### src/rtl/arb_client_mux.sv
// Requester-side companion to the round-robin arbiter: per-client FIFOs drive arb_req and
// the granted head is forwarded to one valid/ready output. ARB_CLIENT_MUX_STATS_EN adds hit counters.

module arb_client_mux_fifo #(
  parameter int W     = 32,
  parameter int DEPTH = 2
) (
  input  logic         clk,
  input  logic         rst_n,
  input  logic         push,
  input  logic         pop,
  input  logic [W-1:0] din,
  output logic [W-1:0] dout,
  output logic         full,
  output logic         empty
);
  localparam int AW = $clog2(DEPTH);

  logic [AW:0]               wr_ptr_q, wr_ptr_d, rd_ptr_q, rd_ptr_d;
  logic [DEPTH-1:0][W-1:0]   mem_q, mem_d;

  // Extra pointer bit separates full from empty when the indices match.
  assign full  = (wr_ptr_q[AW] != rd_ptr_q[AW]) && (wr_ptr_q[AW-1:0] == rd_ptr_q[AW-1:0]);
  assign empty = (wr_ptr_q == rd_ptr_q);
  assign dout  = mem_q[rd_ptr_q[AW-1:0]];

  always_comb begin
    wr_ptr_d = wr_ptr_q;
    rd_ptr_d = rd_ptr_q;
    mem_d    = mem_q;
    if (push && !full) begin
      mem_d[wr_ptr_q[AW-1:0]] = din;
      wr_ptr_d                = wr_ptr_q + 1'b1;
    end
    if (pop && !empty) rd_ptr_d = rd_ptr_q + 1'b1;
  end

  always_ff @(posedge clk) begin
    if (!rst_n) begin
      wr_ptr_q <= '0;
      rd_ptr_q <= '0;
    end else begin
      wr_ptr_q <= wr_ptr_d;
      rd_ptr_q <= rd_ptr_d;
    end
  end

  always_ff @(posedge clk) mem_q <= mem_d;
endmodule

module arb_client_mux #(
  parameter int N     = 4,
  parameter int W     = 32,
  parameter int DEPTH = 2
) (
  input  logic                 clk,
  input  logic                 rst_n,
  input  logic [N-1:0]         in_valid,
  output logic [N-1:0]         in_ready,
  input  logic [N*W-1:0]       in_data,
  output logic [N-1:0]         arb_req,
  input  logic [N-1:0]         arb_grant,
  output logic                 out_valid,
  input  logic                 out_ready,
  output logic [W-1:0]         out_data,
  output logic [$clog2(N)-1:0] out_src,
  output logic                 grant_err
`ifdef ARB_CLIENT_MUX_STATS_EN
  ,
  output logic [N*16-1:0]      stat_cnt
`endif
);
  localparam int SW = $clog2(N);

  typedef enum logic {IDLE, BUSY} state_e;
  state_e state_q, state_d;

  logic [N-1:0]        full, empty, push, pop;
  logic [N-1:0][W-1:0] head;
  logic                onehot, hit;
  logic [SW-1:0]       gidx;
  logic [W-1:0]        gdata;
  logic [W-1:0]        out_data_q, out_data_d;
  logic [SW-1:0]       out_src_q, out_src_d;
  logic                grant_err_q, grant_err_d;

  for (genvar i = 0; i < N; i++) begin : g_fifo
    assign push[i] = in_valid[i] && !full[i];
    arb_client_mux_fifo #(.W(W), .DEPTH(DEPTH)) u_fifo (
      .clk   (clk),
      .rst_n (rst_n),
      .push  (push[i]),
      .pop   (pop[i]),
      .din   (in_data[i*W +: W]),
      .dout  (head[i]),
      .full  (full[i]),
      .empty (empty[i])
    );
  end
  assign in_ready = ~full;

  always_comb begin
    gidx  = '0;
    gdata = '0;
    for (int i = 0; i < N; i++) begin
      if (arb_grant[i]) begin
        gidx  = SW'(i);
        gdata = head[i];
      end
    end
  end

  assign onehot = (arb_grant != '0) && ((arb_grant & (arb_grant - 1'b1)) == '0);
  assign hit    = (state_q == IDLE) && onehot && |(arb_grant & ~empty);

  always_ff @(posedge clk) begin
    if (!rst_n) state_q <= IDLE;
    else        state_q <= state_d;
  end

  always_comb begin
    state_d = state_q;
    case (state_q)
      IDLE:    if (hit) state_d = BUSY;
      BUSY:    if (out_ready) state_d = IDLE;
      default: state_d = IDLE;
    endcase
  end

  // Requests are withheld on the hit cycle and while BUSY so the arbiter grant is 0 on re-entry.
  always_comb begin
    arb_req     = (state_q == IDLE && !hit) ? ~empty : '0;
    pop         = hit ? arb_grant : '0;
    out_valid   = (state_q == BUSY);
    out_data_d  = hit ? gdata : out_data_q;
    out_src_d   = hit ? gidx  : out_src_q;
    grant_err_d = grant_err_q | ((state_q == IDLE) && (arb_grant != '0) && !hit);
  end

  always_ff @(posedge clk) begin
    if (!rst_n) begin
      out_data_q  <= '0;
      out_src_q   <= '0;
      grant_err_q <= 1'b0;
    end else begin
      out_data_q  <= out_data_d;
      out_src_q   <= out_src_d;
      grant_err_q <= grant_err_d;
    end
  end

  assign out_data  = out_data_q;
  assign out_src   = out_src_q;
  assign grant_err = grant_err_q;

`ifdef ARB_CLIENT_MUX_STATS_EN
  logic [N-1:0][15:0] stat_q, stat_d;

  always_comb begin
    stat_d = stat_q;
    for (int i = 0; i < N; i++)
      if (pop[i] && stat_q[i] != 16'hFFFF) stat_d[i] = stat_q[i] + 16'd1;
  end

  always_ff @(posedge clk) begin
    if (!rst_n) stat_q <= '0;
    else        stat_q <= stat_d;
  end

  assign stat_cnt = stat_q;
`endif
endmodule
### config.mk
export PLATFORM = sky130hd
export DESIGN_NAME = arb_client_mux
export DESIGN_NICKNAME = d
export VERILOG_FILES = /design/src/rtl/arb_client_mux.sv
export SDC_FILE = /design/constraint.sdc
export NUM_CORES = 1
export LEC_CHECK = 0
export BUFFER_PORTS_ARGS = -buffer_cell sky130_fd_sc_hd__buf_2
export CAP_MARGIN = 20
export CORE_ASPECT_RATIO = 1.4
export CORE_MARGIN = 2
export CORE_UTILIZATION = 40
export CTS_CLUSTER_DIAMETER = 80
export DETAILED_ROUTE_END_ITERATION = 7
export GPL_ROUTABILITY_DRIVEN = 0
export MAX_ROUTING_LAYER = met4
export SETUP_SLACK_MARGIN = 0.1
export SKIP_CTS_REPAIR_TIMING = 1
export SYNTH_ARGS = -nofsm -noshare
export SYNTH_HDL_FRONTEND = slang
export SYNTH_HIERARCHICAL = 1
export SYNTH_SLANG_ARGS = --single-unit
### constraint.sdc
create_clock -name clk -period 3.3 [get_ports clk]
set_clock_uncertainty 0.05 [all_clocks]
set_input_delay 0 -clock clk [delete_from_list [all_inputs] [get_ports clk]]
set_output_delay 0 -clock clk [all_outputs]
set_load 0.005 [all_outputs]
==> flow_summary.ini, run 1 <==
[clocking]
clockBufferDepth = 3
clkTransAtPathRegs_ps = 60
cts.sinks = 308
cts_root_buf = clkbuf_16
clk_latency_ps = 560
htree_num_levels = 1
numCtsBuffers = 30
cts_tree = built

[die]
die_x_um = 154
fp.coreArea_sq_um = 31400
io_pins = 183
rows = 77
start_util_pct = 40.3
die_h_um = 214
dieArea_sq_um = 33100

[drt]
drc = 0
wl_um = 30300
vias = 7748
wl_per_cell_um = 19.8
vias_per_cell = 5.05
antenna_left = 0
initialDrtViolationCount = 473
dr.pass1.iters = 5

[global_routing]
grtUsageMet2_pct = 28.8
grt_busiest_layer = met2
grt_max_degree = 55
grt_pass1_vias = 7438
grtUsageTotal_pct = 18.0
grt_pass1_wl_um = 44200
antenna_found_initial = 4
grt-ovfl-total = 0
grt.met1_usage_pct = 23.4
use_met3_pct = 3.09

[timing]
final_max_slew_viol_count = 0
tightest_slew_ps = 1060
whs_ps = -22.1
relSlewSlack_pct = 29.2
fin_setup_tns_ps = 0
min_period_ps = 2780
period_share_pct = 84.3
rsz0062_at_grt = no
finalHoldViolations = 1
fmax_mhz = 359
setup_viol = 0

[placed_design]
dpl.hpwl_um = 19900
io_buffer_count = 182
dpl_cell_area_sq_um = 14000

[setup_path]
crit_path_end_kind = output port
critPathArrivalTime_ps = 2730
crit_type = flip-flop to output port
path_max_fanout = 18
critPathRequiredTime_ps = 3250
start_kind = flip-flop

[status]
violations = hold timing
status = complete, but fails checks

[min_path]
hold_path_class = input pin to flip-flop

[run]
cap_violations = 0

[synthesis]
syn-cell-area_sq_um = 12600
yosys_warnings = 6
async_reset_ff_share_pct = 0
syn_nets = 933
synth_edf_count = 256
yosysUniqueCellTypes = 42
synth-seq-cells = 308
syn_area_per_cell_sq_um = 15.9
synth_flop_cell = edfxtp_1
synth_cells = 794
yosysSeqAreaShare_pct = 69.0

[power]
power.density_nw_per_um2 = 585
p_leak_nw = 6.14
ir_drop_v = 0.000367

[cells_and_area]
final_cell_mix = edfxtp_1, buf_2, dlygate4sd3_1
n_fill_cell = 2666
final_common_cell = edfxtp_1
nNetsFinal = 1249
ff_latch_area_sq_um = 8730
final_area_sq_um = 16400
multiInputGateArea_sq_um = 3620
layout-drive-gt1-share_pct = 35.3
syn2layout_area_growth_pct = 29.6
## routing by layer
layer / routed length, um / vias up
li1: - / 3712
met1: 13600 / 3816
met2: 14800 / 171
met3: 1010 / 49
met4: 852 / 0
met5: 0 / -
## cell type report
cell class                 instances  share of cell area [%]
sequential                       308                    53.3
multi-input combinational        420                    22.1
timing repair buffer             338                    14.9
tap                              395                    3.01
clock inverter                    16                    1.30
clock buffer                      40                    5.12
inverter                          12                   0.275
antenna                            4                  0.0610
## logic make-up after synthesis
logic type / synth area share, %
flip-flops: 69.0
multiplexers: 14.7
AND/OR/NAND/NOR: 5.09
AO/OA/AOI/OAI: 7.33
buffers and inverters: 2.78
XOR/XNOR: 1.07
## state kept, by name, indices dropped and copies added (netlist names)
signal	cells
g_fifo.u_fifo/rd_ptr_q	8
g_fifo.u_fifo/wr_ptr_q	8
grant_err	1
out_valid	1
out_src	2
out_data	32
g_fifo.u_fifo/mem_q	256
## Yosys cell counts (all sizes together), types with 5 or more instances
master / instances / share of area, %
a21boi: 9 / 0.53
a221o: 30 / 2.4
buf: 29 / 1.6
clkbuf: 25 / 0.78
dfxtp: 52 / 8.2
edfxtp: 256 / 61
inv: 12 / 0.36
mux2: 128 / 11
mux2i: 42 / 3.3
nand2: 55 / 1.7
nand2b: 32 / 1.6
nor2: 24 / 0.71
nor2b: 5 / 0.25
o2111ai: 32 / 2.2
o21ai: 11 / 0.44
xor2: 8 / 0.55
## critical path: stages (launching register included)
cell and delay [ps]:
dfxtp_1 430, xor2_1 180, nor2_1 260, o22ai_1 180
o211ai_4 280, buf_4 350, nor3b_2 320, buf_2 170
## where the power goes
group | leakage (nW) | internal, W | total (W) | switching [W]
registers | 2.82 | 0.00459 | 0.00470 | 0.000111
clock network | 0.496 | 0.00217 | 0.00360 | 0.00143
logic | 2.83 | 0.000609 | 0.00129 | 0.000679
total | 6.14 | 0.00737 | 0.00959 | 0.00222
## final timing paths
| check | to | cells after the start | slack, ps | from |
|---|---|---|---|---|
| worst max-delay path | arb_req[2] | 7 | 520 | g_fifo[3].u_fifo/wr_ptr_q[1] |
| worst min-delay path | g_fifo[0].u_fifo/rd_ptr_q[1] | 5 | -20 | arb_grant[0] |
| worst max register to register | out_data[10] | 7 | 790 | g_fifo[3].u_fifo/wr_ptr_q[1] |
| worst min register to register | out_data[22] | 2 | 410 | out_data[22] |
## stage by stage
stage,util [%],std cells,total power (W),setup slack (ps)
2_1_floorplan,-,794,0.00550,726
3_3_place_gp,44.6,1339,0.00594,910
3_5_place_dp,44.6,1339,0.00596,795
4_1_cts,47.9,1395,0.00958,474
5_1_grt,52.2,1533,0.00996,399
6_report,52.2,1533,0.00959,517
(Power assumes the default switching activity.)
==> run 2, diff against run 1 <==
ABC_AREA = 1   (was unset)
clock period = 2.3 ns   (was 3.3 ns; I/O delays follow)
==> run 2 against run 1 <==
  * The flow now finishes without violations
  * Via count increased by 25%
  * Worst hold slack improved by 120 ps
  * Utilization rose by 0.16 points
  * Design area grew 3.2%
  * Synthesized cell count is 64% higher
  * First-iteration DRC count rose by 36%
==> flow_summary.ini, run 2 <==
[status]
status = complete, no violations

[setup_path]
cp_cell_sequence = inv_1 > nand2_2 > nand2_4 > nand2_2 > inv_2 > inv_1 > nand2_1 > nand2_1 > inv_2 > nand2_4 > nand3_4 > nand2_4 > nor2_1 > buf_2
path_buf_inv = 5
crit_path_end_kind = output port
critPathSlowestCell = dfxtp_4
cpPeakStageDelay_ps = 360
start_kind = flip-flop
critPathArrivalTime_ps = 2030
crit_type = flip-flop to output port
crit_top_cell = nand2_4
critPathRequiredTime_ps = 2250
path_max_fanout = 5
cp_top_family = simple AND/OR/NAND/NOR gates

[synthesis]
yosysTopAreaCell = edfxtp_1
yosysUniqueCellTypes = 25
yosys_warnings = 6
synth.top_cells.by_count = nand2_1, edfxtp_1, nor2_1
synth_area_leaders = edfxtp_1, nand2_1, dfxtp_1
syn-cell-area_sq_um = 13000
synth_edf_count = 256
synth-seq-cells = 308
yosysMostFrequentCell = nand2_1
synth_cells = 1306
synthDominantCellAreaShare_pct = 58.9
synth_flop_cell = edfxtp_1
syn_nets = 1445
async_reset_ff_share_pct = 0
syn_area_per_cell_sq_um = 9.99
yosysSeqAreaShare_pct = 66.9

[cells_and_area]
layout-drive-gt1-share_pct = 20.5
top_register = g_fifo.u_fifo/mem_q
n_fill_cell = 2939
final_common_cell = nand2_1
largest_reg_flops = 256
syn2layout_area_growth_pct = 29.7
final_area_sq_um = 16900
layout.cells.non_filler = 2092
final_cell_mix = nand2_1, edfxtp_1, buf_2
nNetsFinal = 1765

[placed_design]
io_buffer_count = 182
dpl.hpwl_um = 23300
numPlacedInstances = 1894
dpl_cell_area_sq_um = 14500

[die]
die_x_um = 157
rows = 78
die_h_um = 218
dieArea_sq_um = 34100
fp.coreArea_sq_um = 32300
io_pins = 183
start_util_pct = 40.4

[power]
power.density_nw_per_um2 = 787
p_leak_nw = 7.27
totalPowerFinal_w = 0.0133
ir_drop_v = 0.000534

[drt]
wl_per_cell_um = 16.1
dr.pass1.iters = 5
vias = 9693
antenna_left = 0
initialDrtViolationCount = 644
drc = 0
vias_per_cell = 4.63
wl_um = 33700

[global_routing]
grt_pass1_wl_um = 49600
grt_max_degree = 40
grt-ovfl-total = 0
antenna_found_initial = 2
grt_pass1_vias = 8902
grtUsageTotal_pct = 19.6

[clocking]
cts_tree = built
htree_num_levels = 1
clkTransAtPathRegs_ps = 60
clk_latency_ps = 560
cts.sinks = 308
clockBufferDepth = 3
numCtsBuffers = 30
cts_root_buf = clkbuf_16

[timing]
tightest_slew_ps = 721
period_share_pct = 90.6
final_max_slew_viol_count = 0
rsz0062_at_grt = no
fmax_mhz = 480
setup_viol = 0
relSlewSlack_pct = 51.8
finalHoldViolations = 0
min_period_ps = 2080

[run]
cap_violations = 0

[min_path]
hold_path_class = input pin to flip-flop
[run 2: cell count changes in the layout (fill, tap and decap cells not counted), sizes merged, moves of 15 or more]
cell	delta
a21oi	+49
a221o	-30
inv	+63
mux2	-128
mux2i	-42
nand2	+529
nand2b	-32
nand3	+71
nand3b	+15
nor2	+81
o2111ai	-32
or2	+15
[run 2: worst paths after layout]
path / startpoint / to / slack, ps / cells past startpoint
worst min-delay path: in_data[36] / g_fifo[1].u_fifo/mem_q[4] / 100 / 2
worst max-delay path: g_fifo[3].u_fifo/wr_ptr_q[0] / arb_req[1] / 220 / 14
worst max register to register: g_fifo[3].u_fifo/wr_ptr_q[1] / g_fifo[3].u_fifo/wr_ptr_q[0] / 240 / 12
worst min register to register: grant_err / grant_err / 400 / 2
[run 2: layout make-up]
class | count | area [sq um] | share of cell area (%)
Sequential cell | 308 | 8760 | 51.8
Clock inverter | 23 | 203 | 1.20
Antenna cell | 2 | 5.00 | 0.0296
Inverter | 75 | 292 | 1.72
Clock buffer | 33 | 783 | 4.63
Tap cell | 440 | 551 | 3.25
Timing Repair Buffer | 349 | 2600 | 15.4
Multi-Input combinational cell | 862 | 3730 | 22.0
[run 2: logic make-up (layout without fill, tap and decap cells)]
| family | Yosys count | in the layout | synth area share (%) |
|---|---|---|---|
| DFF | 308 | 308 | 66.9 |
| and+or+nand+nor | 791 | 791 | 25.2 |
| buffers and inverters | 136 | 480 | 4.96 |
| AOI/OAI and AO/OA | 71 | 71 | 2.91 |
| other | 0 | 2 | 0 |
[run 2: metal layers]
metal | up-vias | GRT usage, % | share of wire, %
li1 | 4897 | - | -
met1 | 4492 | 25.3 | 44
met2 | 250 | 31.5 | 49
met3 | 54 | 3.02 | 4.2
met4 | 0 | 7.19 | 3.1
met5 | - | - | 0
[run 2: worst register-to-register path: stages, from the launching register on]
cell and delay, ps:
dfxtp_2 360, inv_1 60, nand2_1 60, nand2_1 80, nand2_4 110, inv_1 60, nor2_1 220, nand2_1 100
inv_1 120, nand2_2 70, nand2_1 50, nor2_1 50, dlygate4sd3_1 560
[run 2: stage by stage]
stage	setup slack [ps]	hold WS, ps	util (%)	TNS, ps
after floorplan	140	48.9	-	0
after global placement	256	140	44.8	0
after detailed placement	232	141	44.8	0
after CTS	-264	-452	47.9	-855
after global routing	82.2	86.0	52.4	0
final	216	99.0	52.4	0
[run 2: power by group]
group | internal, W | total [W] | switching (W) | leakage [nW]
registers | 0.00652 | 0.00667 | 0.000144 | 2.82
logic | 0.000697 | 0.00175 | 0.00105 | 3.97
clock network | 0.00279 | 0.00490 | 0.00211 | 0.483
total | 0.0100 | 0.0133 | 0.00330 | 7.27
